<file path="config.mk">
export PLATFORM = sky130hd
export DESIGN_NAME = score_board
export DESIGN_NICKNAME = d
export VERILOG_FILES = /design/src/rtl/score_pkg.sv /design/src/rtl/bcd_counter.sv /design/src/rtl/score_board.sv
export SDC_FILE = /design/constraint.sdc
export NUM_CORES = 1
export LEC_CHECK = 0
export CORE_MARGIN = 1.5
export CORE_UTILIZATION = 25
export DETAILED_ROUTE_END_ITERATION = 6
export SKIP_LAST_GASP = 1
export SYNTH_ARGS = -nofsm -noshare
export SYNTH_HDL_FRONTEND = slang
export SYNTH_HIERARCHICAL = 1
export SYNTH_SLANG_ARGS = --single-unit
</file>
<file path="constraint.sdc">
create_clock -name clk -period 2.65 [get_ports clk]
set_clock_uncertainty 0.1 [all_clocks]
set_input_delay 0.265 -clock clk [delete_from_list [all_inputs] [get_ports clk]]
set_output_delay 0.265 -clock clk [all_outputs]
set_load 0.02 [all_outputs]
</file>
<file path="src/rtl/score_pkg.sv">
// Shared constants and helpers for the score overlay: cell size, the
// 7-segment region map inside a 32x32 digit cell, and BCD conversions.
package score_pkg;

    localparam int CELL = 32;

    // Segment bit positions inside a 7-bit {a,b,c,d,e,f,g} pattern
    localparam int SEG_A = 6;
    localparam int SEG_B = 5;
    localparam int SEG_C = 4;
    localparam int SEG_D = 3;
    localparam int SEG_E = 2;
    localparam int SEG_F = 1;
    localparam int SEG_G = 0;

    // Region rows/cols in 4-pixel units; only the left half (h < 16) is drawn
    localparam logic [2:0] ROW_TOP = 3'd0;
    localparam logic [2:0] ROW_MID = 3'd3;
    localparam logic [2:0] ROW_BOT = 3'd6;
    localparam logic [1:0] COL_L   = 2'd0;
    localparam logic [1:0] COL_R   = 2'd3;

    typedef enum logic {
        PLAYING   = 1'b0,
        GAME_OVER = 1'b1
    } state_t;

    function automatic logic [6:0] bcd_to_seg(input logic [3:0] bcd);
        logic [6:0] seg;
        case (bcd)
            4'd0:    seg = 7'b1111110;
            4'd1:    seg = 7'b0110000;
            4'd2:    seg = 7'b1101101;
            4'd3:    seg = 7'b1111001;
            4'd4:    seg = 7'b0110011;
            4'd5:    seg = 7'b1011011;
            4'd6:    seg = 7'b1011111;
            4'd7:    seg = 7'b1110000;
            4'd8:    seg = 7'b1111111;
            4'd9:    seg = 7'b1111011;
            default: seg = 7'b0000000;
        endcase
        return seg;
    endfunction

    // Elaboration-time conversion of a binary constant to 3 BCD digits
    function automatic logic [11:0] bin_to_bcd(input int val);
        logic [11:0] r;
        int          v;
        r = '0;
        v = val;
        for (int i = 0; i < 3; i++) begin
            r[i*4 +: 4] = 4'(v % 10);
            v = v / 10;
        end
        return r;
    endfunction

    // Is cell-local block (hx, vy) covered by any lit segment of seg?
    function automatic logic seg_pixel(input logic [6:0] seg,
                                       input logic [2:0] hx,
                                       input logic [2:0] vy);
        logic       on;
        logic [1:0] col;
        logic       upper;
        logic       lower;
        col   = hx[1:0];
        upper = (vy <= ROW_MID);
        lower = (vy >= ROW_MID) && (vy <= ROW_BOT);
        on    = 1'b0;
        if (!hx[2]) begin
            if (seg[SEG_A] && vy == ROW_TOP)          on = 1'b1;
            if (seg[SEG_G] && vy == ROW_MID)          on = 1'b1;
            if (seg[SEG_D] && vy == ROW_BOT)          on = 1'b1;
            if (seg[SEG_F] && col == COL_L && upper)  on = 1'b1;
            if (seg[SEG_B] && col == COL_R && upper)  on = 1'b1;
            if (seg[SEG_E] && col == COL_L && lower)  on = 1'b1;
            if (seg[SEG_C] && col == COL_R && lower)  on = 1'b1;
        end
        return on;
    endfunction

endpackage

</file>
<file path="src/rtl/bcd_counter.sv">
// Multi-digit BCD counter with clear, saturating increment and a look-ahead
// of the value it will hold after the next edge.
module bcd_counter #(
    parameter int DIGITS = 2
) (
    input  logic                  clk,
    input  logic                  reset_n,
    input  logic                  inc,
    input  logic                  clr,
    output logic [DIGITS*4-1:0]   value,
    output logic [DIGITS*4-1:0]   value_nxt
);

    logic sat;
    logic carry;

    // Saturated when every digit is 9
    always_comb begin
        sat = 1'b1;
        for (int d = 0; d < DIGITS; d++)
            if (value[d*4 +: 4] != 4'd9) sat = 1'b0;
    end

    // Clear wins; otherwise ripple a +1 up from the least significant digit
    always_comb begin
        value_nxt = value;
        carry     = 1'b1;
        if (clr) begin
            value_nxt = '0;
        end else if (inc && !sat) begin
            for (int d = 0; d < DIGITS; d++) begin
                if (carry) begin
                    if (value[d*4 +: 4] == 4'd9) begin
                        value_nxt[d*4 +: 4] = 4'd0;
                    end else begin
                        value_nxt[d*4 +: 4] = value[d*4 +: 4] + 4'd1;
                        carry = 1'b0;
                    end
                end
            end
        end
    end

    // Counter register
    always_ff @(posedge clk or negedge reset_n) begin
        if (!reset_n) value <= '0;
        else          value <= value_nxt;
    end

endmodule

</file>
<file path="src/rtl/score_board.sv">
// Per-player BCD scores with win detection, game-over blink and a
// 7-segment raster overlay (registered, one clock after hpos/vpos).
module score_board
    import score_pkg::*;
#(
    parameter int PLAYERS      = 2,
    parameter int DIGITS       = 2,
    parameter int WIN_SCORE    = 11,
    parameter int BLINK_FRAMES = 16,
    parameter int X_BASE       = 128,
    parameter int X_PITCH      = 192,
    parameter int Y_TOP        = 32
) (
    input  logic                         clk,
    input  logic                         reset_n,
    input  logic [8:0]                   hpos,
    input  logic [8:0]                   vpos,
    input  logic                         vsync,
    input  logic [PLAYERS-1:0]           score_inc,
    input  logic                         clear_scores,
    output logic [PLAYERS*DIGITS*4-1:0]  scores,
    output logic                         game_over,
    output logic [1:0]                   winner,
    output logic                         score_display
);

    localparam logic [11:0]         WIN_BCD  = bin_to_bcd(WIN_SCORE);
    localparam logic [DIGITS*4-1:0] WIN_VAL  = WIN_BCD[DIGITS*4-1:0];
    localparam int                  CNT_W    = (BLINK_FRAMES > 1) ? $clog2(BLINK_FRAMES) : 1;
    localparam logic [CNT_W-1:0]    CNT_LAST = CNT_W'(BLINK_FRAMES - 1);

    state_t                               state, state_nxt;
    logic [PLAYERS-1:0][DIGITS*4-1:0]     val, val_nxt;
    logic [PLAYERS-1:0]                   inc_en;
    logic                                 win_hit;
    logic [1:0]                           win_idx;
    logic                                 enter_over;
    logic                                 vsync_q;
    logic                                 vsync_rise;
    logic [CNT_W-1:0]                     frame_cnt;
    logic                                 phase;
    logic                                 pix;
    logic                                 lead;
    logic                                 lit;
    logic [3:0]                           digit;
    logic [11:0]                          hx_off;
    logic [11:0]                          vy_off;

    assign inc_en     = state == PLAYING ? score_inc : '0;
    assign scores     = val;
    assign game_over  = (state == GAME_OVER);
    assign vsync_rise = vsync & ~vsync_q;
    assign enter_over = (state == PLAYING) && (state_nxt == GAME_OVER);

    for (genvar p = 0; p < PLAYERS; p++) begin : g_cnt
        bcd_counter #(.DIGITS(DIGITS)) u_cnt (
            .clk       (clk),
            .reset_n   (reset_n),
            .inc       (inc_en[p]),
            .clr       (clear_scores),
            .value     (val[p]),
            .value_nxt (val_nxt[p])
        );
    end

    // Lowest-index player whose score lands on WIN_SCORE this cycle
    always_comb begin
        win_hit = 1'b0;
        win_idx = '0;
        for (int p = PLAYERS - 1; p >= 0; p--) begin
            if (inc_en[p] && val_nxt[p] == WIN_VAL) begin
                win_hit = 1'b1;
                win_idx = 2'(p);
            end
        end
    end

    // Game state register
    always_ff @(posedge clk or negedge reset_n) begin
        if (!reset_n) state <= PLAYING;
        else          state <= state_nxt;
    end

    // Next state: a win ends play unless a clear lands on the same cycle
    always_comb begin
        state_nxt = state;
        case (state)
            PLAYING:   if (!clear_scores && win_hit) state_nxt = GAME_OVER;
            GAME_OVER: if (clear_scores)             state_nxt = PLAYING;
            default:   state_nxt = PLAYING;
        endcase
    end

    // Winner is latched on the edge that ends the game
    always_ff @(posedge clk or negedge reset_n) begin
        if (!reset_n)          winner <= '0;
        else if (enter_over)   winner <= win_idx;
        else if (clear_scores) winner <= '0;
    end

    // Frame counter and blink phase, advancing on vsync rise only after a win
    always_ff @(posedge clk or negedge reset_n) begin
        if (!reset_n) begin
            vsync_q   <= 1'b0;
            frame_cnt <= '0;
            phase     <= 1'b1;
        end else begin
            vsync_q <= vsync;
            if (enter_over) begin
                frame_cnt <= '0;
                phase     <= 1'b1;
            end else if (state == GAME_OVER && vsync_rise) begin
                if (frame_cnt == CNT_LAST) begin
                    frame_cnt <= '0;
                    phase     <= ~phase;
                end else begin
                    frame_cnt <= frame_cnt + 1'b1;
                end
            end
        end
    end

    // Raster decode: OR of every visible digit cell of every player
    always_comb begin
        pix    = 1'b0;
        lead   = 1'b1;
        lit    = 1'b0;
        digit  = '0;
        hx_off = '0;
        vy_off = {3'b000, vpos} - 12'(Y_TOP);
        for (int p = 0; p < PLAYERS; p++) begin
            lead = 1'b1;
            for (int d = 0; d < DIGITS; d++) begin
                digit = val[p][(DIGITS-1-d)*4 +: 4];
                if (digit != 4'd0) lead = 1'b0;
                hx_off = {3'b000, hpos} - 12'(X_BASE + p*X_PITCH + d*CELL);
                lit = (!lead || d == DIGITS - 1) &&
                      !(game_over && winner == 2'(p) && !phase);
                if (lit && hx_off < 12'(CELL) && vy_off < 12'(CELL))
                    pix = pix | seg_pixel(bcd_to_seg(digit), hx_off[4:2], vy_off[4:2]);
            end
        end
    end

    // Output pixel register
    always_ff @(posedge clk or negedge reset_n) begin
        if (!reset_n) score_display <= 1'b0;
        else          score_display <= pix;
    end

endmodule

</file>
# ---- Word-level counts from Yosys, hierarchy flattened
# Memories as Yosys holds them, arrays and structs flattened.
# Index checks and enable logic that the tools add are counted.
dict set report word_totals {
  ram_bits 0
  mem_bits_ro 448
  latchBits 0
  n_memories 4
  ff_bits 26
  wordCells 218
}
dict set report classes {
  n_reduce_logical 84
  div_mod_pow 0
  shifts 0
  n_mux 79
  n_lt_le_gt_ge 8
  n_eq_ne 18
  multipliers 0
  n_addsub 10
  bitwise_logic 7
}
# name depth width read_ports rd_ports_with_merged_regs wr line
set mem_list {}
lappend mem_list {{(name not given)} 16 7 1 0 0 score_pkg.sv:30} ;# case (bcd)
lappend mem_list {{(name not given)} 16 7 1 0 0 score_pkg.sv:30}
lappend mem_list {{(name not given)} 16 7 1 0 0 score_pkg.sv:30}
lappend mem_list {{(name not given)} 16 7 1 0 0 score_pkg.sv:30}
# operator n
set ops {}
lappend ops {{1-bit logical AND} 66}
lappend ops {{12-bit by 6-bit < comparator with 1-bit output (second input constant)} 5}
lappend ops {{1-bit two-way mux} 58}
lappend ops {{4-bit two-way mux} 9}
lappend ops {{8-bit two-way mux} 4}
lappend ops {{7-bit two-way mux} 4}
lappend ops {{4-bit by 1-bit adder with 4-bit output (second input constant)} 5}
lappend ops {{4-bit == test (second input constant)} 5}
lappend ops {{9-bit by 8-bit subtractor with 10-bit output (second input constant)} 2}
lappend ops {{9-bit by 9-bit subtractor with 10-bit output (second input constant)} 2}
lappend ops {{8-bit by 5-bit == test with 1-bit output (second input constant)} 2}
lappend ops {{4-bit != test (second input constant)} 4}
lappend ops {{2-bit zero test} 5}
lappend ops {{9-bit by 6-bit subtractor with 10-bit output (second input constant)} 1}
lappend ops {{2-bit == test (second input constant)} 4}
lappend ops {{4-bit nonzero test} 2}
lappend ops {{1-bit zero test} 6}
lappend ops {{2-bit two-way mux} 3}
lappend ops {{2-bit nonzero test} 3}
lappend ops {{3-bit by 2-bit == test with 1-bit output (second input constant)} 1}
lappend ops {{3-bit == test (second input constant)} 1}
lappend ops {{3-bit by 2-bit greater-or-equal comparator with 1-bit output (second input constant)} 1}
lappend ops {{3-bit by 2-bit <= comparator with 1-bit output (second input constant)} 1}
lappend ops {{3-bit <= comparator (second input constant)} 1}
lappend ops {{7 further kinds} 11}

# ---- Depth between registers and ports, before layout
# Gate-level depths: netlist of the first run.
dict set report logic_depth {
  ltp_word 24
  mapped_depth 9
  ltp_nobuf 9
}

# ---- Hierarchy
# The synthesis of the first run kept the hierarchy.
# mod instances area_each_um2 seq_area_each_um2 cells_each
set by_module_without_submodules {}
lappend by_module_without_submodules {score_board 1 1689.1 226.5 221}
lappend by_module_without_submodules {bcd_counter 2 422.9 200.2 46}

# ---- Worst setup path after synthesis of the first run
# Ideal clock, no wire load.
dict set report synth_timing {
  kind {register -> register}
  startpoint {register g_cnt[0].u_cnt.value[3]}
  endpoint {register frame_cnt[1]}
  setup_ps 78
  path_buffers 0
  t_arrival_ps 2380
  slack_ps 92
  path_stages_with_launch 9
  path_cell_list {dfrtp_1 -> or3b_4 -> or4_1 -> a21oi_1 -> nor4b_1 -> and3_1 -> a31oi_1 -> nor2_1 -> a21oi_1}
}
# item line
set synth_lines {}
lappend synth_lines {{start: declaration} bcd_counter.sv:10} ;# output logic [DIGITS*4-1:0] value,
lappend synth_lines {{start signal: assignment} bcd_counter.sv:47} ;# else value <= value_nxt;
lappend synth_lines {{end signal: assignment} score_board.sv:117} ;# frame_cnt <= frame_cnt + 1'b1;
lappend synth_lines {{end: declaration} score_board.sv:40} ;# logic [CNT_W-1:0] frame_cnt;

==> results.py, run 1 <==
metrics = {
    "synthesis": {
        "synth_top_flop_cell": "sky130_fd_sc_hd__dfrtp_1",
        "synth-seq-area-share": 0.247,
        "synth_area_leaders": "sky130_fd_sc_hd__dfrtp_1, sky130_fd_sc_hd__ha_1, sky130_fd_sc_hd__a21oi_1",
        "async_reset_ff_frac": 1.00,
        "synth_warnings": 6,
        "netlist_instances": 313,
        "netlist_area_mm2": 0.00253,
        "unique_masters_post_synth": 63,
        "synthesis.nets": 366,
        "post_synth.cell_area_avg_um2": 8.10,
        "synth_top_area_share": 0.237,
        "synth.largest_area_cell": "sky130_fd_sc_hd__dfrtp_1",
        "yosysMostFrequentCell": "sky130_fd_sc_hd__inv_1",
        "synth_enable_flop_cells": 0,
        "synth-seq-cells": 25,
        "synthTopCellsByCount": "sky130_fd_sc_hd__inv_1, sky130_fd_sc_hd__ha_1, sky130_fd_sc_hd__nand2_1",
    },
    "cells_and_area": {
        "final_layout_size_suffix_gt1_frac": 0.132,
        "diodes": 0,
        "fillCellCount": 1063,
        "area_growth_syn_to_layout_pct": 28.6,
        "final_cells": 505,
        "layout.cell_area.non_filler_mm2": 0.00326,
        "nNetsFinal": 426,
    },
    "route": {
        "wl_per_cell_um": 13.3,
        "antenna_violating_nets_post_route": 0,
        "drt_wl_total_mm": 6.70,
        "firstDrtPassIters": 6,
        "drt_iter0_drc": 85,
        "drt_drc_violations_left": 0,
        "routed-via-count": 2513,
        "routed_vias_inst": 4.98,
    },
    "sta": {
        "clock.fmax_mhz": 399,
        "timing.final.setup_violations": 0,
        "timing.final.crit_period_ns": 2.51,
        "drv_slew": 0,
        "post-route-period-util": 0.946,
        "finalHoldViolations": 0,
        "worst_slew_pin_tran_ns": 0.497,
        "worst_slew_margin_rel": 0.668,
        "rsz0062_at_grt": "false",
    },
    "power_and_ir_drop": {
        "switching_power_mw": 0.241,
        "power_frac_seq": 0.473,
        "power.static_leakage_nw": 1.27,
        "power.ir.vdd_worst_mv": 0.165,
        "powerDensity_mw_per_mm2": 257,
        "power.combinational.fraction": 0.262,
        "p_int_mw": 0.597,
        "power.switching_fraction": 0.288,
        "part_of_the_power_in_the_clock_network": 0.265,
    },
    "global_route": {
        "number_of_global_route_vias_before_repair": 2441,
        "grt_first_pass_wirelength_mm": 11.6,
        "global_route.usage.total": 0.127,
        "grt_overflow_total": 0,
        "grt_most_used_layer": "met2",
        "grt_util_met2": 0.205,
        "initial_antenna_violation_count": 0,
        "globalRouteMet1Util": 0.175,
        "global_route.usage.met3": 0.0183,
        "grt_start_max_net_pins": 26,
    },
    "clock_tree": {
        "numClockSinks": 25,
        "cts_made_buffers": 3,
        "path_clk_slew_ns": 0.09,
        "clk_latency_ns": 0.26,
        "cts_max_level": 1,
        "hold_buffers": 0,
        "clock_tree.root_cell": "sky130_fd_sc_hd__clkbuf_8",
        "cts.path.max_buffers": 2,
        "tritoncts": "done",
    },
    "critical_path": {
        "regToRegEndpoint": "winner[0]",
        "r2r_setup_slack_ns": 0.14,
        "arrival_ns": 2.58,
        "start_kind": "flip-flop",
        "crit_path_end_kind": "flip-flop",
        "worstSetupPathType": "flip-flop to flip-flop",
        "worst_ep_required_time_ns": 2.73,
        "worstRegToRegCells": 7,
        "worst_r2r_startpoint": "g_cnt[1].u_cnt/value[1]",
        "critPathMaxFanout": 6,
    },
    "hold_path": {
        "worstHoldPathType": "input port to asynchronous set/reset pin",
    },
    "floorplan": {
        "i_o_pin_cnt": 44,
        "chipWidth_um": 104,
        "core_region_area_mm2": 0.00982,
        "std_cell_rows": 36,
        "die_area_mm2": 0.0108,
        "dieHeight_um": 104,
        "start_util": 0.258,
    },
    "place": {
        "post_dp_cell_area_mm2": 0.00320,
        "detailedPlacementHpwl_mm": 5.30,
        "place_congestion": 0.813,
        "io_buffers": 38,
        "dp.cells": 501,
    },
    "outcome": {
        "run_status": "completed",
    },
    "job": {
        "cap_viol_max_count": 0,
    },
}
[worst max-delay path by stage]
stage / from / end / slack, ns / cells after the start
3_3_place_gp: score_inc[0] / winner[0] / -0.13 / 10
2_1_floorplan: g_cnt[0].u_cnt/value[3] / frame_cnt[1] / 0.09 / 8
6_report: g_cnt[1].u_cnt/value[1] / winner[0] / 0.14 / 7
4_1_cts: game_over / frame_cnt[2] / 0.07 / 9
5_1_grt: game_over / winner[0] / 0.02 / 10
3_5_place_dp: score_inc[0] / frame_cnt[2] / -0.22 / 10
[worst max-delay path, stage by stage (launching register included)]
cell,delay [ns]
sky130_fd_sc_hd__dfrtp_1,0.39
sky130_fd_sc_hd__or3b_4,0.43
sky130_fd_sc_hd__nor3_1,0.22
sky130_fd_sc_hd__mux2_2,0.37
sky130_fd_sc_hd__nor4_1,0.35
sky130_fd_sc_hd__a31oi_1,0.17
sky130_fd_sc_hd__buf_4,0.17
sky130_fd_sc_hd__a211oi_1,0.21
[through the flow]
stage | hold slack (ns) | TNS (ns) | worst slack (ns) | util | power (mW)
finish | 0.259 | 0 | 0.143 | 0.332 | 0.837
global route | 0.292 | 0 | 0.0228 | 0.332 | 0.897
CTS | 0.283 | 0 | 0.0717 | 0.330 | 0.845
detailed placement | 0.457 | -1.14 | -0.216 | 0.326 | 0.622
global placement | 0.456 | -0.659 | -0.126 | 0.326 | 0.618
floorplan | -0.131 | 0 | 0.0924 | - | 0.530
[registers in the layout (all words and copies together) (netlist names)]
name	cells
score_display	1
phase	1
g_cnt.u_cnt/value	16
game_over	1
frame_cnt	4
winner	1
vsync_q	1
[cell families after synthesis]
logic type,synth area share
multiplexers,0.0128
adder cells (fa/ha/maj),0.143
AO/OA/AOI/OAI,0.235
XOR/XNOR,0.0207
AND/OR/NAND/NOR,0.257
buffers and inverters,0.0819
other,0.00148
flip-flops,0.247
[repair_timing]
| item | in CTS | in global routing |
|---|---|---|
| endpoints found under the setup margin | 0 | 7 |
| gates resized for setup | 0 | 5 |
| buffers inserted | 0 | 0 |
[per-layer routing]
metal	routed length [um]	up-vias
met4	103	0
met1	3050	1160
met3	345	12
met2	3190	80
met5	0	-
li1	-	1261
[power groups by stage]
| stage | Clock [mW] | Sequential, mW | Combinational (mW) |
|---|---|---|---|
| 6_report | 0.222 | 0.396 | 0.220 |
| 4_1_cts | 0.229 | 0.396 | 0.220 |
| 5_1_grt | 0.254 | 0.398 | 0.245 |
| 3_5_place_dp | 0 | 0.404 | 0.219 |
| 2_1_floorplan | 0 | 0.415 | 0.115 |
| 3_3_place_gp | 0 | 0.403 | 0.215 |
[cell usage in the layout, fill, tap and decap left out, types with 4 or more instances in the layout]
cell type and count:
sky130_fd_sc_hd__nor3b_1 7, sky130_fd_sc_hd__clkdlybuf4s50_1 38, sky130_fd_sc_hd__nor4_1 7, sky130_fd_sc_hd__buf_4 28, sky130_fd_sc_hd__o21ai_0 17, sky130_fd_sc_hd__nor3_1 11
sky130_fd_sc_hd__ha_1 29, sky130_fd_sc_hd__inv_1 30, sky130_fd_sc_hd__nor4b_1 4, sky130_fd_sc_hd__or4_1 4, sky130_fd_sc_hd__a31oi_1 8, sky130_fd_sc_hd__xor2_1 4
sky130_fd_sc_hd__nor2_1 18, sky130_fd_sc_hd__dfrtp_1 24, sky130_fd_sc_hd__a211oi_1 4, sky130_fd_sc_hd__a21oi_1 26, sky130_fd_sc_hd__nor2b_1 5, sky130_fd_sc_hd__nand2_1 28
[cell type report]
type / count / area [um2] / share of cell area
flip-flops and latches: 25 / 627 / 0.192
well taps: 133 / 166 / 0.0511
multi-input cells: 247 / 1720 / 0.527
clock buffers: 4 / 45.0 / 0.0138
inverters: 30 / 113 / 0.0345
repair buffers: 66 / 591 / 0.181
Note: power is estimated with default switching activity, not from simulation.
==> run 2: changes to the inputs <==
clock period = 2.28 ns   (was 2.65 ns; I/O delays follow)
==> results.py, run 2 (same netlist as run 1, synthesis figures left out) <==
metrics = {
    "outcome": {
        "run_status": "finished with violations",
        "failed_checks": "setup timing",
    },
    "cells_and_area": {
        "area_growth_syn_to_layout_pct": 46.7,
        "fillCellCount": 1021,
        "final_cells": 536,
        "layout.cell_area.non_filler_mm2": 0.00372,
        "largest_register": "g_cnt.u_cnt/value",
        "nNetsFinal": 457,
        "final_layout_size_suffix_gt1_frac": 0.280,
        "layout_common_cells": "sky130_fd_sc_hd__buf_4, sky130_fd_sc_hd__clkdlybuf4s50_1, sky130_fd_sc_hd__inv_1, sky130_fd_sc_hd__ha_1, sky130_fd_sc_hd__nand2_1",
        "multiInputGateArea_mm2": 0.00189,
        "top_regs": "g_cnt.u_cnt/value: 16 flops, frame_cnt: 4 flops",
        "post-route-util": 0.379,
        "regArea_um2": 638,
        "diodes": 0,
        "mostFrequentLayoutCell": "sky130_fd_sc_hd__buf_4",
        "largest_register_ffs": 16,
    },
    "route": {
        "wl_per_cell_um": 14.0,
        "routed-via-count": 2641,
        "drt_drc_violations_left": 0,
        "drt_wl_total_mm": 7.52,
        "route.layer.met1.wl_mm": 3.53,
        "antenna_violating_nets_post_route": 0,
        "drt_iter0_drc": 61,
        "wl_met3_um": 226,
        "highest_layer": "met4",
        "routed_vias_inst": 4.93,
        "firstDrtPassIters": 4,
        "wl_met2_mm": 3.66,
    },
    "power_and_ir_drop": {
        "final_total_power_mw": 1.03,
        "power.static_leakage_nw": 1.47,
        "power.ir.vdd_worst_mv": 0.198,
        "powerDensity_mw_per_mm2": 277,
    },
    "sta": {
        "drv_slew": 0,
        "timing.final.crit_period_ns": 2.39,
        "post-route-period-util": 1.05,
        "hold-worst-slack_ns": 0.220,
        "clock.fmax_mhz": 418,
        "rsz0062_at_grt": "true",
        "tns_ns": -0.607,
        "final_critical_path_setup_slack_ns": -0.112,
        "timing.final.setup_violations": 7,
        "finalHoldViolations": 0,
    },
    "critical_path": {
        "cp_cell_sequence": "or3b_4, or4_4, a21oi_4, nor4b_2, and3_4, a31oi_4, nor2_4, a21oi_1",
        "critPathMaxFanout": 5,
        "critPathSlowestCell": "sky130_fd_sc_hd__or4_4",
        "crit_path_end_kind": "flip-flop",
        "start_kind": "flip-flop",
        "worstSetupPathType": "flip-flop to flip-flop",
        "timing.critical_path.slowest_cell_delay_ns": 0.51,
        "arrival_ns": 2.50,
        "r2r_setup_slack_ns": -0.11,
        "worst_ep_required_time_ns": 2.39,
    },
    "clock_tree": {
        "numClockSinks": 25,
        "hold_buffers": 0,
        "clk_latency_ns": 0.28,
        "tritoncts": "done",
        "cts_made_buffers": 3,
        "cts.path.max_buffers": 2,
        "cts_max_level": 1,
        "path_clk_slew_ns": 0.09,
        "clock_tree.root_cell": "sky130_fd_sc_hd__clkbuf_8",
    },
    "floorplan": {
        "die_area_mm2": 0.0108,
        "std_cell_rows": 36,
        "chipWidth_um": 104,
        "i_o_pin_cnt": 44,
        "core_region_area_mm2": 0.00982,
        "dieHeight_um": 104,
        "start_util": 0.258,
    },
    "place": {
        "dp.cells": 525,
        "place_congestion": 0.880,
        "dpl_worst_slack_ns": -0.436,
        "post_dp_cell_area_mm2": 0.00345,
        "detailedPlacementHpwl_mm": 5.54,
        "io_buffers": 38,
    },
    "global_route": {
        "grt_first_pass_wirelength_mm": 12.6,
        "global_route.usage.total": 0.140,
        "grt_overflow_total": 0,
        "initial_antenna_violation_count": 0,
        "grt_start_max_net_pins": 26,
        "number_of_global_route_vias_before_repair": 2716,
    },
    "job": {
        "cap_viol_max_count": 0,
    },
    "hold_path": {
        "worstHoldPathType": "input port to asynchronous set/reset pin",
    },
}
run 2: cell count changes in the layout (fill, tap and decap cells not counted), sizes merged:
cell      previous run  this run
buf                 28        59
clkbuf               4         3
clkinvlp             0         1
run 2: area by class of cell:
type	instances	share of cell area
Clock buffer	3	0.0111
Clock inverter	1	0.00202
Inverter	30	0.0303
Multi-Input combinational cell	247	0.508
Sequential cell	25	0.172
Tap cell	133	0.0447
Timing Repair Buffer	97	0.232
run 2: report_power, final:
| group | total, mW | leakage (nW) | internal [mW] | switching, mW |
|---|---|---|---|---|
| clock network | 0.272 | 0.0217 | 0.124 | 0.148 |
| registers | 0.463 | 0.325 | 0.452 | 0.0107 |
| logic | 0.296 | 1.13 | 0.146 | 0.150 |
run 2: repair_timing:
action	CTS	global route
setup endpoints to repair	7	8
resized for setup	27	11
buffers inserted	5	2
pin swaps	15	9
run 2: worst paths after layout:
path	endpoint	depth (start not counted)	startpoint
max	frame_cnt[1]	8	g_cnt[0].u_cnt/value[2]
min	g_cnt[0].u_cnt/value[0]	2	reset_n
max reg2reg	frame_cnt[1]	8	g_cnt[0].u_cnt/value[2]
min reg2reg	frame_cnt[1]	3	vsync_q
max in group asynchronous	phase	2	reset_n
min in group clk	vsync_q	1	vsync
run 2: worst max-delay path: cells and delay by family, from the launching register on:
kind,cells,cell delay [ns]
DFF,1,0.41
and+or+nand+nor,5,1.31
AOI/OAI and AO/OA,3,0.50
run 2: per-layer routing:
layer | up-vias | GRT usage
met2 | 48 | 0.241
met5 | - | 0
li1 | 1315 | -
met3 | 8 | 0.0107
met4 | 0 | 0.0476
met1 | 1270 | 0.184
==> run 3: changes to the inputs <==
GPL_TIMING_DRIVEN = 1   (was unset)
==> results of run 3 <==
Final layout, timing and power as in run 2 (identical DEF).
